$ cat src/rtl/logic_ops_pkg.sv
// -----------------------------------------------------------------------------
// logic_ops_pkg
// Shared types and constants for the byte-serial MIPS32 logic controller.
//   op_t    : 2-bit logic operation code (AND/OR/XOR/NOR)
//   state_t : controller FSM state (IDLE/RUN/DONE)
//   BYTE_W  : width of one logic slice
// -----------------------------------------------------------------------------
package logic_ops_pkg;

  localparam int BYTE_W = 8;

  typedef enum logic [1:0] {
    OP_AND = 2'b00,
    OP_OR  = 2'b01,
    OP_XOR = 2'b10,
    OP_NOR = 2'b11
  } op_t;

  typedef enum logic [1:0] {
    ST_IDLE = 2'b00,
    ST_RUN  = 2'b01,
    ST_DONE = 2'b10
  } state_t;

endpackage

$ cat src/rtl/byte_logic_unit.sv
// -----------------------------------------------------------------------------
// byte_logic_unit
// Purely combinational 8-bit logic slice shared by all byte positions.
// Ports:
//   a, b : byte operands
//   op   : operation code (op_t)
//   z    : byte result; NOR is formed as ~(a | b)
// -----------------------------------------------------------------------------
module byte_logic_unit
  import logic_ops_pkg::*;
(
  input  logic [BYTE_W-1:0] a,
  input  logic [BYTE_W-1:0] b,
  input  op_t               op,
  output logic [BYTE_W-1:0] z
);

  always_comb begin
    // NOTE: default assignment first so every path drives z and no latch is inferred.
    z = '0;
    case (op)
      OP_AND:  z = a & b;
      OP_OR:   z = a | b;
      OP_XOR:  z = a ^ b;
      OP_NOR:  z = ~(a | b);
      default: z = '0;
    endcase
  end

endmodule

$ cat src/rtl/byte_serial_logic_ctrl.sv
// -----------------------------------------------------------------------------
// byte_serial_logic_ctrl
// Multi-cycle controller computing a (8*NBYTES)-bit bitwise AND/OR/XOR/NOR
// through one shared 8-bit slice, one byte per clock, LSB byte first.
//
// Parameters:
//   NBYTES   : bytes per operand (>= 2)
// Ports:
//   clk      : clock, rising edge
//   rst_n    : asynchronous active-low reset
//   start_i  : request, accepted in IDLE or DONE only
//   op_i     : operation code, sampled with start_i
//   a_i, b_i : operands, sampled with start_i
//   busy_o   : high while in RUN
//   done_o   : one-cycle pulse when result_o is complete
//   result_o : result register
//   zero_o   : result-is-zero flag (only when BSL_ZERO_FLAG_EN is defined)
//
// Build option:
//   BSL_ZERO_FLAG_EN : adds the zero_o port and its accumulator.
// -----------------------------------------------------------------------------
module byte_serial_logic_ctrl
  import logic_ops_pkg::*;
#(
  parameter int NBYTES = 4
) (
  input  logic                    clk,
  input  logic                    rst_n,
  input  logic                    start_i,
  input  logic [1:0]              op_i,
  input  logic [BYTE_W*NBYTES-1:0] a_i,
  input  logic [BYTE_W*NBYTES-1:0] b_i,
  output logic                    busy_o,
  output logic                    done_o,
  output logic [BYTE_W*NBYTES-1:0] result_o
`ifdef BSL_ZERO_FLAG_EN
  ,
  output logic                    zero_o
`endif
);

  localparam int W     = BYTE_W * NBYTES;
  localparam int IDX_W = $clog2(NBYTES);
  localparam logic [IDX_W-1:0] LAST_IDX = IDX_W'(NBYTES - 1);

  state_t            state;
  logic [IDX_W-1:0]  byte_idx;
  logic [W-1:0]      a_q;
  logic [W-1:0]      b_q;
  op_t               op_q;
  logic [BYTE_W-1:0] a_byte;
  logic [BYTE_W-1:0] b_byte;
  logic [BYTE_W-1:0] z_byte;

  // Byte mux: select the current byte of the latched operands.
  assign a_byte = a_q[int'(byte_idx) * BYTE_W +: BYTE_W];
  assign b_byte = b_q[int'(byte_idx) * BYTE_W +: BYTE_W];

  byte_logic_unit u_slice (
    .a  (a_byte),
    .b  (b_byte),
    .op (op_q),
    .z  (z_byte)
  );

  always_ff @(posedge clk or negedge rst_n) begin
    if (!rst_n) begin
      // NOTE: the result and operand registers are plain flops (not a memory
      // array), so they are reset like any other state.
      state    <= ST_IDLE;
      byte_idx <= '0;
      a_q      <= '0;
      b_q      <= '0;
      op_q     <= OP_AND;
      result_o <= '0;
      busy_o   <= 1'b0;
      done_o   <= 1'b0;
`ifdef BSL_ZERO_FLAG_EN
      zero_o   <= 1'b0;
`endif
    end else begin
      // NOTE: non-blocking assignments throughout, so every register sees the
      // pre-edge values of the others regardless of statement order.
      case (state)
        ST_IDLE, ST_DONE: begin
          done_o <= 1'b0;
          if (start_i) begin
            a_q      <= a_i;
            b_q      <= b_i;
            op_q     <= op_t'(op_i);
            byte_idx <= '0;
            busy_o   <= 1'b1;
            state    <= ST_RUN;
`ifdef BSL_ZERO_FLAG_EN
            zero_o   <= 1'b1;
`endif
          end else begin
            busy_o <= 1'b0;
            state  <= ST_IDLE;
          end
        end

        ST_RUN: begin
          // start_i is deliberately not looked at here.
          result_o[int'(byte_idx) * BYTE_W +: BYTE_W] <= z_byte;
`ifdef BSL_ZERO_FLAG_EN
          if (z_byte != '0) zero_o <= 1'b0;
`endif
          if (byte_idx == LAST_IDX) begin
            busy_o <= 1'b0;
            done_o <= 1'b1;
            state  <= ST_DONE;
          end else begin
            byte_idx <= byte_idx + IDX_W'(1);
          end
        end

        default: begin
          busy_o <= 1'b0;
          done_o <= 1'b0;
          state  <= ST_IDLE;
        end
      endcase
    end
  end

endmodule

$ cat config.mk
export PLATFORM = sky130hd
export DESIGN_NAME = byte_serial_logic_ctrl
export DESIGN_NICKNAME = d
export VERILOG_FILES = /design/src/rtl/logic_ops_pkg.sv /design/src/rtl/byte_logic_unit.sv /design/src/rtl/byte_serial_logic_ctrl.sv
export SDC_FILE = /design/constraint.sdc
export NUM_CORES = 1
export LEC_CHECK = 0
export ABC_AREA = 1
export CAP_MARGIN = 20
export CORE_ASPECT_RATIO = 0.75
export CORE_MARGIN = 3
export CORE_UTILIZATION = 30
export DETAILED_ROUTE_END_ITERATION = 10
export HOLD_SLACK_MARGIN = 0.03
export PLACE_DENSITY = 0.51
export SETUP_SLACK_MARGIN = 0.1
export SKIP_CTS_REPAIR_TIMING = 1
export SLEW_MARGIN = 20
export SYNTH_ARGS = -nofsm -noshare
export SYNTH_HDL_FRONTEND = slang
export SYNTH_HIERARCHICAL = 1
export SYNTH_SLANG_ARGS = --single-unit
$ cat constraint.sdc
create_clock -name clk -period 1.8 [get_ports clk]
set_input_delay 0.27 -clock clk [delete_from_list [all_inputs] [get_ports clk]]
set_output_delay 0.27 -clock clk [all_outputs]
set_load 0.03 [all_outputs]
==> results list, run 1 <==
- Across the run, the number of max-cap violations was 0.
* Synth unique cells: 22
* Fraction of the yosys area taken by sequential cells: 48.6%
- ANT nets after route: 0
- Combinational cell fraction of total power: between 50% and 60%
- Combinational family with the most area after synthesis: simple AND/OR/NAND/NOR gates
- In this run switching power makes up 44.8% of total power.
- After synthesis, the mean cell area works out to 7.74 um^2.
* Minimum hold slack: 0.323 ns
- Cell type with the largest total area after synthesis: sky130_fd_sc_hd__dfrtp_1
* Pre-Repair DR Iteration Count: 6
- Endpoint type of the worst setup path: flip-flop
- The analysis attributes to cell leakage a power of 3.74 nW.
- PwrDens: roughly 1800 mW/mm^2
* Maximum net fanout on the critical path: 15
- CTS built an H-tree with a depth of 3.
* Unrepaired setup endpoints after global routing: yes
* Die Ht: 121 um
- After routing, the total negative slack on setup checks comes to -6.35 ns.
* P_sw: 5.75 mW
- Prior to clock tree synthesis, the placed netlist has a worst setup slack of -0.369 ns.
- Cell area after placement: 0.00672 mm^2
* Initial standard-cell utilization of the core: between 30 and 40%
- Post-synthesis instance area: 0.00525 mm^2
* Total Nets Final: between 800 and 900
- Outcome: complete, but fails checks
* Total track usage: 16.0%
* Number of buffers created by CTS: 9
- The critical path is of the reg -> reg type.
- The core region is between 0.015 and 0.02 mm^2.
- Startpoint Class: flip-flop
- Post-synth top area share: 48.6%
- Internal portion of total power: approximately 7 mW
* IO buf count: 102
- FMAX: between 400 and 500 MHz
- STA puts the critical path data arrival time at 2.33 ns.
- Routability-driven placement finished with a final weighted congestion of 0.834.
- Compound-Gate Fraction of Synth Area: 5.62%
- Most frequent cells in the layout: 244 x sky130_fd_sc_hd__nand2_1, 101 x sky130_fd_sc_hd__dfrtp_1, 93 x sky130_fd_sc_hd__clkdlybuf4s50_1
- The tree is rooted in a sky130_fd_sc_hd__clkbuf_16.
* Average wire length per cell after detail routing: 14.7 um
- The worst path uses 116% of the clock period.
- Row generation in the floorplan step produced 41 rows.
* Violations in the final reports: setup timing
- The via count of the first global-routing pass came to 4636.
- In the final layout, the share of cells above drive strength 1 is 11.9%.
* Clock group share of total power: approximately 16%
* Warning count from the yosys run: 6
- The routed layout has 4829 vias.
- Maximum buffer depth of the clock tree: 2
- Final Hold Vio Count: 0
- Clock-pin slew was measured on the worst setup and hold paths at 0.07 ns.
- After technology mapping, the gate count stands at ~680.
- Of the total synthesized cell area, the portion taken by AND, OR, NAND and NOR gates is 32.5%.
* Share of total power in sequential cells: 29.8%
- The synthesized netlist devotes 0% of its cell area to XOR and XNOR gates.
* Data required time of the worst path: 2.04 ns
- Summing all non-filler instances in the final layout gives an area of 0.00720 mm^2.
* Relative slew slack: 53.7%
* Most frequent standard cell in the layout excluding fill and tap cells: sky130_fd_sc_hd__nand2_1
- For this design, the sink count on the clock tree is 102.
- Tightest Pin Transition: between 0.6 and 0.7 ns
- Total congestion overflow: 0
- Setup violations remaining at the end of the flow were counted as 32.
* Number of DRC violations after detailed routing: 0
* Die span in x: 159 um
- Worst VDD drop: 0.000577 V
- Worst Skew: 0.00542 ns
- In this run the worst hold path is classified as in -> reg.
* First DRT Iteration DRCs: between 400 and 500
- TritonCTS built the clock tree.
- Number of antenna violations at the first check in global routing: 0
- Of the post-synthesis cell area, the part taken by muxes is 0%.
* Clock period minus worst slack: 2.10 ns
- In this design, the stage delay of the slowest critical-path cell is 0.43 ns.
- Relative to the synthesized area, the layout overhead comes to 37.0%.
* First-pass GRT wire length: 24500 um
- Entering global routing, the biggest net connects 66 pins.
- Detailed-route wire length: 15300 um
- Clock insertion delay at the later pin of the skew report: 0.34 ns
- The number of nets handed over by synthesis was about 770.
- Crit path cell chain: buf_4, buf_4, o21ai_2, nand2_1, buf_4, ha_1, nand2_1, nand4_1, inv_2, nor2_1, nand3_1, nand2_1
* Slack of the critical path: -0.296 ns
- Worst-path cell with the longest stage delay: sky130_fd_sc_hd__dfrtp_2
- After filler insertion, the fill cell instance count of the layout stands at 1698.
- 0 antenna diodes ended up in the layout.
* Flip-flop and latch count after synthesis: 102
- Avg Vias per Cell: between 4 and 5
- The number of max-slew violations in the final report is 0.
* I/O Pins: 103
- Ranking of synthesized cells by area: sky130_fd_sc_hd__dfrtp_1 49%, sky130_fd_sc_hd__nand2_1 18%, sky130_fd_sc_hd__nand3_1 7.3%
- The synthesized netlist devotes 5.00% of its cell area to adder and majority cells.
* Total power draw: roughly 13 mW
- Die area: 0.0192 mm^2
- Detailed placement ended at an HPWL of 11600 um.
[power by group through the flow]
stage          Combinational [mW]  Clock [mW]  Sequential [mW]
2_1_floorplan                3.88           0             4.01
3_5_place_dp                 6.57           0             3.86
6_report                     7.03        1.99             3.83
4_1_cts                      6.60        2.05             3.83
5_1_grt                      7.94        2.12             3.94
3_3_place_gp                 6.45           0             3.86
[per-layer routing]
layer | track usage, % | vias to the layer above | share of wire (%)
li1 | - | 2386 | -
met1 | 24.5 | 2300 | 51
met2 | 23.8 | 133 | 42
met3 | 2.88 | 10 | 5.3
met4 | 2.95 | 0 | 0.88
met5 | 0 | - | 0
[registers in the layout, summed over array words and instances, names as in the netlist]
signal	count
done_o	1
op_q	2
result_o	32
busy_o	1
a_q	32
byte_idx	2
b_q	32
[final timing paths]
check                            startpoint  slack [ns]           end  cells after the start
max in group asynchronous             rst_n        0.79   byte_idx[0]                      3
min in group asynchronous             rst_n        0.39   result_o[3]                      2
worst min-delay path                start_i        0.32       b_q[11]                      3
worst min register to register       b_q[4]        0.47        b_q[4]                      2
worst max register to register  byte_idx[0]       -0.30  result_o[21]                     12
worst max-delay path            byte_idx[0]       -0.30  result_o[21]                     12
[cell type report]
class	count	area (um^2)	share of cell area, %
timing repair buffer	146	1460	20.3
inverter	61	241	3.35
multi-input combinational	482	2330	32.4
clock buffer	10	239	3.32
tap	236	295	4.10
sequential	102	2550	35.5
clock inverter	6	70.1	0.973
[cell families after synthesis]
| family | after synthesis |
|---|---|
| buf+inv | 95 |
| compound gates | 51 |
| simple gates | 410 |
| fa+ha+maj | 21 |
| flops | 102 |
[worst max-delay path: cells and delay by family, from the launching register on]
family                   cells  cell delay [ns]
AND/OR/NAND/NOR              6             0.52
AO/OA/AOI/OAI                1             0.18
buffers and inverters        4             0.65
adder cells (fa/ha/maj)      1             0.19
flip-flops                   1             0.43
[metrics by stage]
| step | util [%] | cells |
|---|---|---|
| 2_1_floorplan | - | 679 |
| 3_3_place_gp | 39.6 | 1022 |
| 3_5_place_dp | 39.6 | 1022 |
| 4_1_cts | 41.4 | 1038 |
| 5_1_grt | 42.4 | 1043 |
| 6_report | 42.4 | 1043 |
[synth_stat cells, drive strengths merged]
cell    instances
nand4           8
dfrtp         102
a21oi          16
inv            61
ha             21
nor2           74
o211ai         16
buf            14
clkbuf         20
o21ai          19
nand2         248
nand3b          1
nand3          79
Power figures use the tool's default switching activity.
==> run 2, diff against run 1 <==
--- a/config.mk
+++ b/config.mk
@@ -7,12 +7,14 @@
 export LEC_CHECK = 0
 export ABC_AREA = 1
 export CAP_MARGIN = 20
+export CELL_PAD_IN_SITES_DETAIL_PLACEMENT = 0
+export CELL_PAD_IN_SITES_GLOBAL_PLACEMENT = 1
 export CORE_ASPECT_RATIO = 0.75
 export CORE_MARGIN = 3
 export CORE_UTILIZATION = 30
 export DETAILED_ROUTE_END_ITERATION = 10
 export HOLD_SLACK_MARGIN = 0.03
-export PLACE_DENSITY = 0.51
+export PLACE_DENSITY = 0.66
 export SETUP_SLACK_MARGIN = 0.1
 export SKIP_CTS_REPAIR_TIMING = 1
 export SLEW_MARGIN = 20
==> results list, run 2 (same netlist as run 1, synthesis figures left out) <==
- Layout overhead on the synthesized area: 37.7%
- The worst register-to-register path begins at byte_idx[0].
- The number of setup violations in the final report is 32 (unchanged).
* Area of the core region: 0.0170 mm^2 (unchanged)
- Hold depth: 4 (+1)
- Total Nets Final: 896 (+0.45%)
* PwrDens: 1790 mW/mm^2 (+0.25%)
* R2R Path End: result_o[11]
- The number of max-slew violations in the final report is 0 (unchanged).
- TritonCTS built the clock tree.
* Tightest Pin Transition: 0.541 ns (-0.155 ns)
* Worst VDD drop: 0.000574 V (-0.55%)
- Relative slew slack: 64.0% (+10 points)
- The via count of the first global-routing pass was 4879 (+5.2%).
* Die Ht: 121 um (unchanged)
* Avg Vias per Cell: 4.56 (-1.6%)
* TritonCTS sink count: 102 (unchanged)
* Fraction of layout cells with a size suffix above 1: 13.1% (+1.2 points)
- The area of the multi-input gates came to 0.00235 mm^2 (+0.54%).
- The number of max-cap violations came to 0 (unchanged).
- The total I/O pin count was 103 (unchanged).
* Clock slew at the register clock pins of the worst setup and hold paths: 0.07 ns (about the same)
- Violations in the final reports: setup timing
- Detailed-route wire length: 15100 um (-1.5%)
- The reg-to-reg setup timing slack came to -0.30 ns (about the same).
- The maximum number of pins on one net before global-route repair was 63 (-4.5%).
- The fraction of the core area covered by cells at the end of the flow is 42.6% (+0.21 points).
* Most frequent cells in the layout: 244 x sky130_fd_sc_hd__nand2_1, 101 x sky130_fd_sc_hd__dfrtp_1, 92 x sky130_fd_sc_hd__clkdlybuf4s50_1
- The worst-case hold slack was 0.344 ns (+0.0214 ns).
* Path depth of the worst reg2reg path: 11 (-1)
- Total track usage: 16.4% (+0.36 points)
- IO buf count: 102 (unchanged)
- Total power draw: 13.0 mW (+0.76%)
* Die span in x: 159 um (unchanged)
- Period Utilization, post-route: 117% (about the same)
- The min-delay analysis places its worst path in the category in -> reg.
* Capture endpoint of the worst hold path: op_q[0]
* FILL cells: 1740 (+2.5%)
- Type of the worst setup path: reg -> reg
- The final antenna-violating net count is 0 (unchanged).
- The starting density of the core came to 30.9% (unchanged).
- Setup repair after global routing could not meet its margin everywhere.
* Data arrival at the endpoint of the critical path: 2.38 ns (+0.05 ns)
* Routed via count: 4765 (-1.3%)
- The worst setup path is captured at a flip-flop.
* Data required time of the worst path: 2.09 ns (+0.05 ns)
* Slack of the critical path: -0.297 ns (-0.000592 ns)
- The number of levels in the clock H-tree was 3 (unchanged).
- Hold Crit Start: start_i
- The final worst clock skew is 0.00845 ns (+0.00303 ns).
* Number of antenna violations at the first check in global routing: 0 (unchanged)
- Post-route cell area: 0.00723 mm^2 (+0.50%)
- The count of TritonRoute iterations in the first routing pass came to 5 (-1).
* Startpoint Class: flip-flop
- The deepest clock path buffer count came to 2 (unchanged).
- The insertion delay of the later-clocked pin in the worst-skew pair came to 0.34 ns (about the same).
- The weighted congestion at the end of routability-driven global placement is 0.877 (+5.2%).
- The number of hold-slack violations in the final timing report was 0 (unchanged).
- Most frequent standard cell in the layout excluding fill and tap cells: sky130_fd_sc_hd__nand2_1
- The total area of sequential cells came to 0.00255 mm^2 (unchanged).
- First DRT Iteration DRCs: 350 (-15%)
* Die area: 0.0192 mm^2 (unchanged)
- Clk root buf: sky130_fd_sc_hd__clkbuf_16
- Total congestion overflow: 0 (unchanged)
- In the final layout, the registers with the most flip-flops are a_q: 32 flops, b_q: 32 flops, result_o: 32 flops.
- The global-route wire length before repair came to 25300 um (+3.0%).
- The highest net fanout along the worst path came to 25 (+10).
- Number of buffers created by CTS: 9 (unchanged)
- Number of DRC violations after detailed routing: 0 (unchanged)
* Cell area after placement: 0.00673 mm^2 (+0.11%)
- Average wire length per cell after detail routing: 14.4 um (-1.7%)
- The total half-perimeter wirelength after legalization and detailed placement is 11200 um (-3.4%).
- The number of placement rows is 41 (unchanged).
- The final critical delay including setup and external delays came to 2.10 ns (+0.000592 ns).
- Outcome: complete, but fails checks
- The number of antenna diodes is 0 (unchanged).
- The final-layout setup total negative slack came to -7.08 ns (-0.725 ns).
- FMAX: 477 MHz (about the same)
* Leakage: 3.77 nW (+0.89%)
-- run 2: cell count changes in the layout (fill, tap and decap cells not counted), moves of 3 or more --
cell,previous run,this run
sky130_fd_sc_hd__nor2_1,60,57
sky130_fd_sc_hd__inv_1,53,49
sky130_fd_sc_hd__inv_2,6,10
sky130_fd_sc_hd__nor2_2,10,14
-- run 2: power breakdown --
| part | switching (mW) | internal [mW] |
|---|---|---|
| Clock | 0.844 | 1.11 |
| Sequential | 0.617 | 3.21 |
| Combinational | 4.25 | 2.92 |
-- run 2: cell type report --
class,count,area share [%]
flip-flops and latches,102,35.3
well taps,236,4.08
clock buffers,10,3.30
multi-input cells,482,32.4
inverters,61,3.37
repair inverters,2,0.173
repair buffers,148,20.5
clock inverters,5,0.796
-- run 2: how the worst max path moves through the flow --
stage | startpoint | cells after the start | endpoint
global route | byte_idx[0] | 13 | result_o[14]
global placement | byte_idx[0] | 14 | result_o[14]
finish | byte_idx[0] | 11 | result_o[11]
floorplan | byte_idx[0] | 14 | result_o[22]
CTS | byte_idx[0] | 14 | result_o[14]
detailed placement | byte_idx[0] | 14 | result_o[14]
-- run 2: metrics by stage --
| step | setup slack (ns) | instances |
|---|---|---|
| final | -0.297 | 1046 |
| after CTS | -0.443 | 1038 |
| after floorplan | 0.0956 | 679 |
| after detailed placement | -0.419 | 1023 |
| after global routing | -0.429 | 1046 |
| after global placement | -0.409 | 1023 |
-- run 2: routing by layer --
metal	track usage [%]	wire length, um
met2	24.2	6340
met5	0	0
met3	3.01	608
met4	3.66	85
met1	24.8	8020
-- run 2: critical path: stages, from the launching register on --
cell and delay, ns:
sky130_fd_sc_hd__dfrtp_2 0.50, sky130_fd_sc_hd__buf_8 0.20, sky130_fd_sc_hd__o21ai_1 0.28, sky130_fd_sc_hd__nand2_1 0.15, sky130_fd_sc_hd__inv_1 0.09, sky130_fd_sc_hd__ha_1 0.17
sky130_fd_sc_hd__nand3_1 0.11, sky130_fd_sc_hd__nand4_1 0.16, sky130_fd_sc_hd__inv_2 0.07, sky130_fd_sc_hd__nor2_2 0.16, sky130_fd_sc_hd__nand2_1 0.07, sky130_fd_sc_hd__nand2_1 0.07
==> run 3, diff against run 2 <==
--- a/config.mk
+++ b/config.mk
@@ -12,6 +12,7 @@
 export CORE_ASPECT_RATIO = 0.75
 export CORE_MARGIN = 3
 export CORE_UTILIZATION = 30
+export CTS_CLUSTER_SIZE = 20
 export DETAILED_ROUTE_END_ITERATION = 10
 export HOLD_SLACK_MARGIN = 0.03
 export PLACE_DENSITY = 0.66
==> results of run 3 <==
The final DEF is identical to that of run 2; final timing and power are the same.
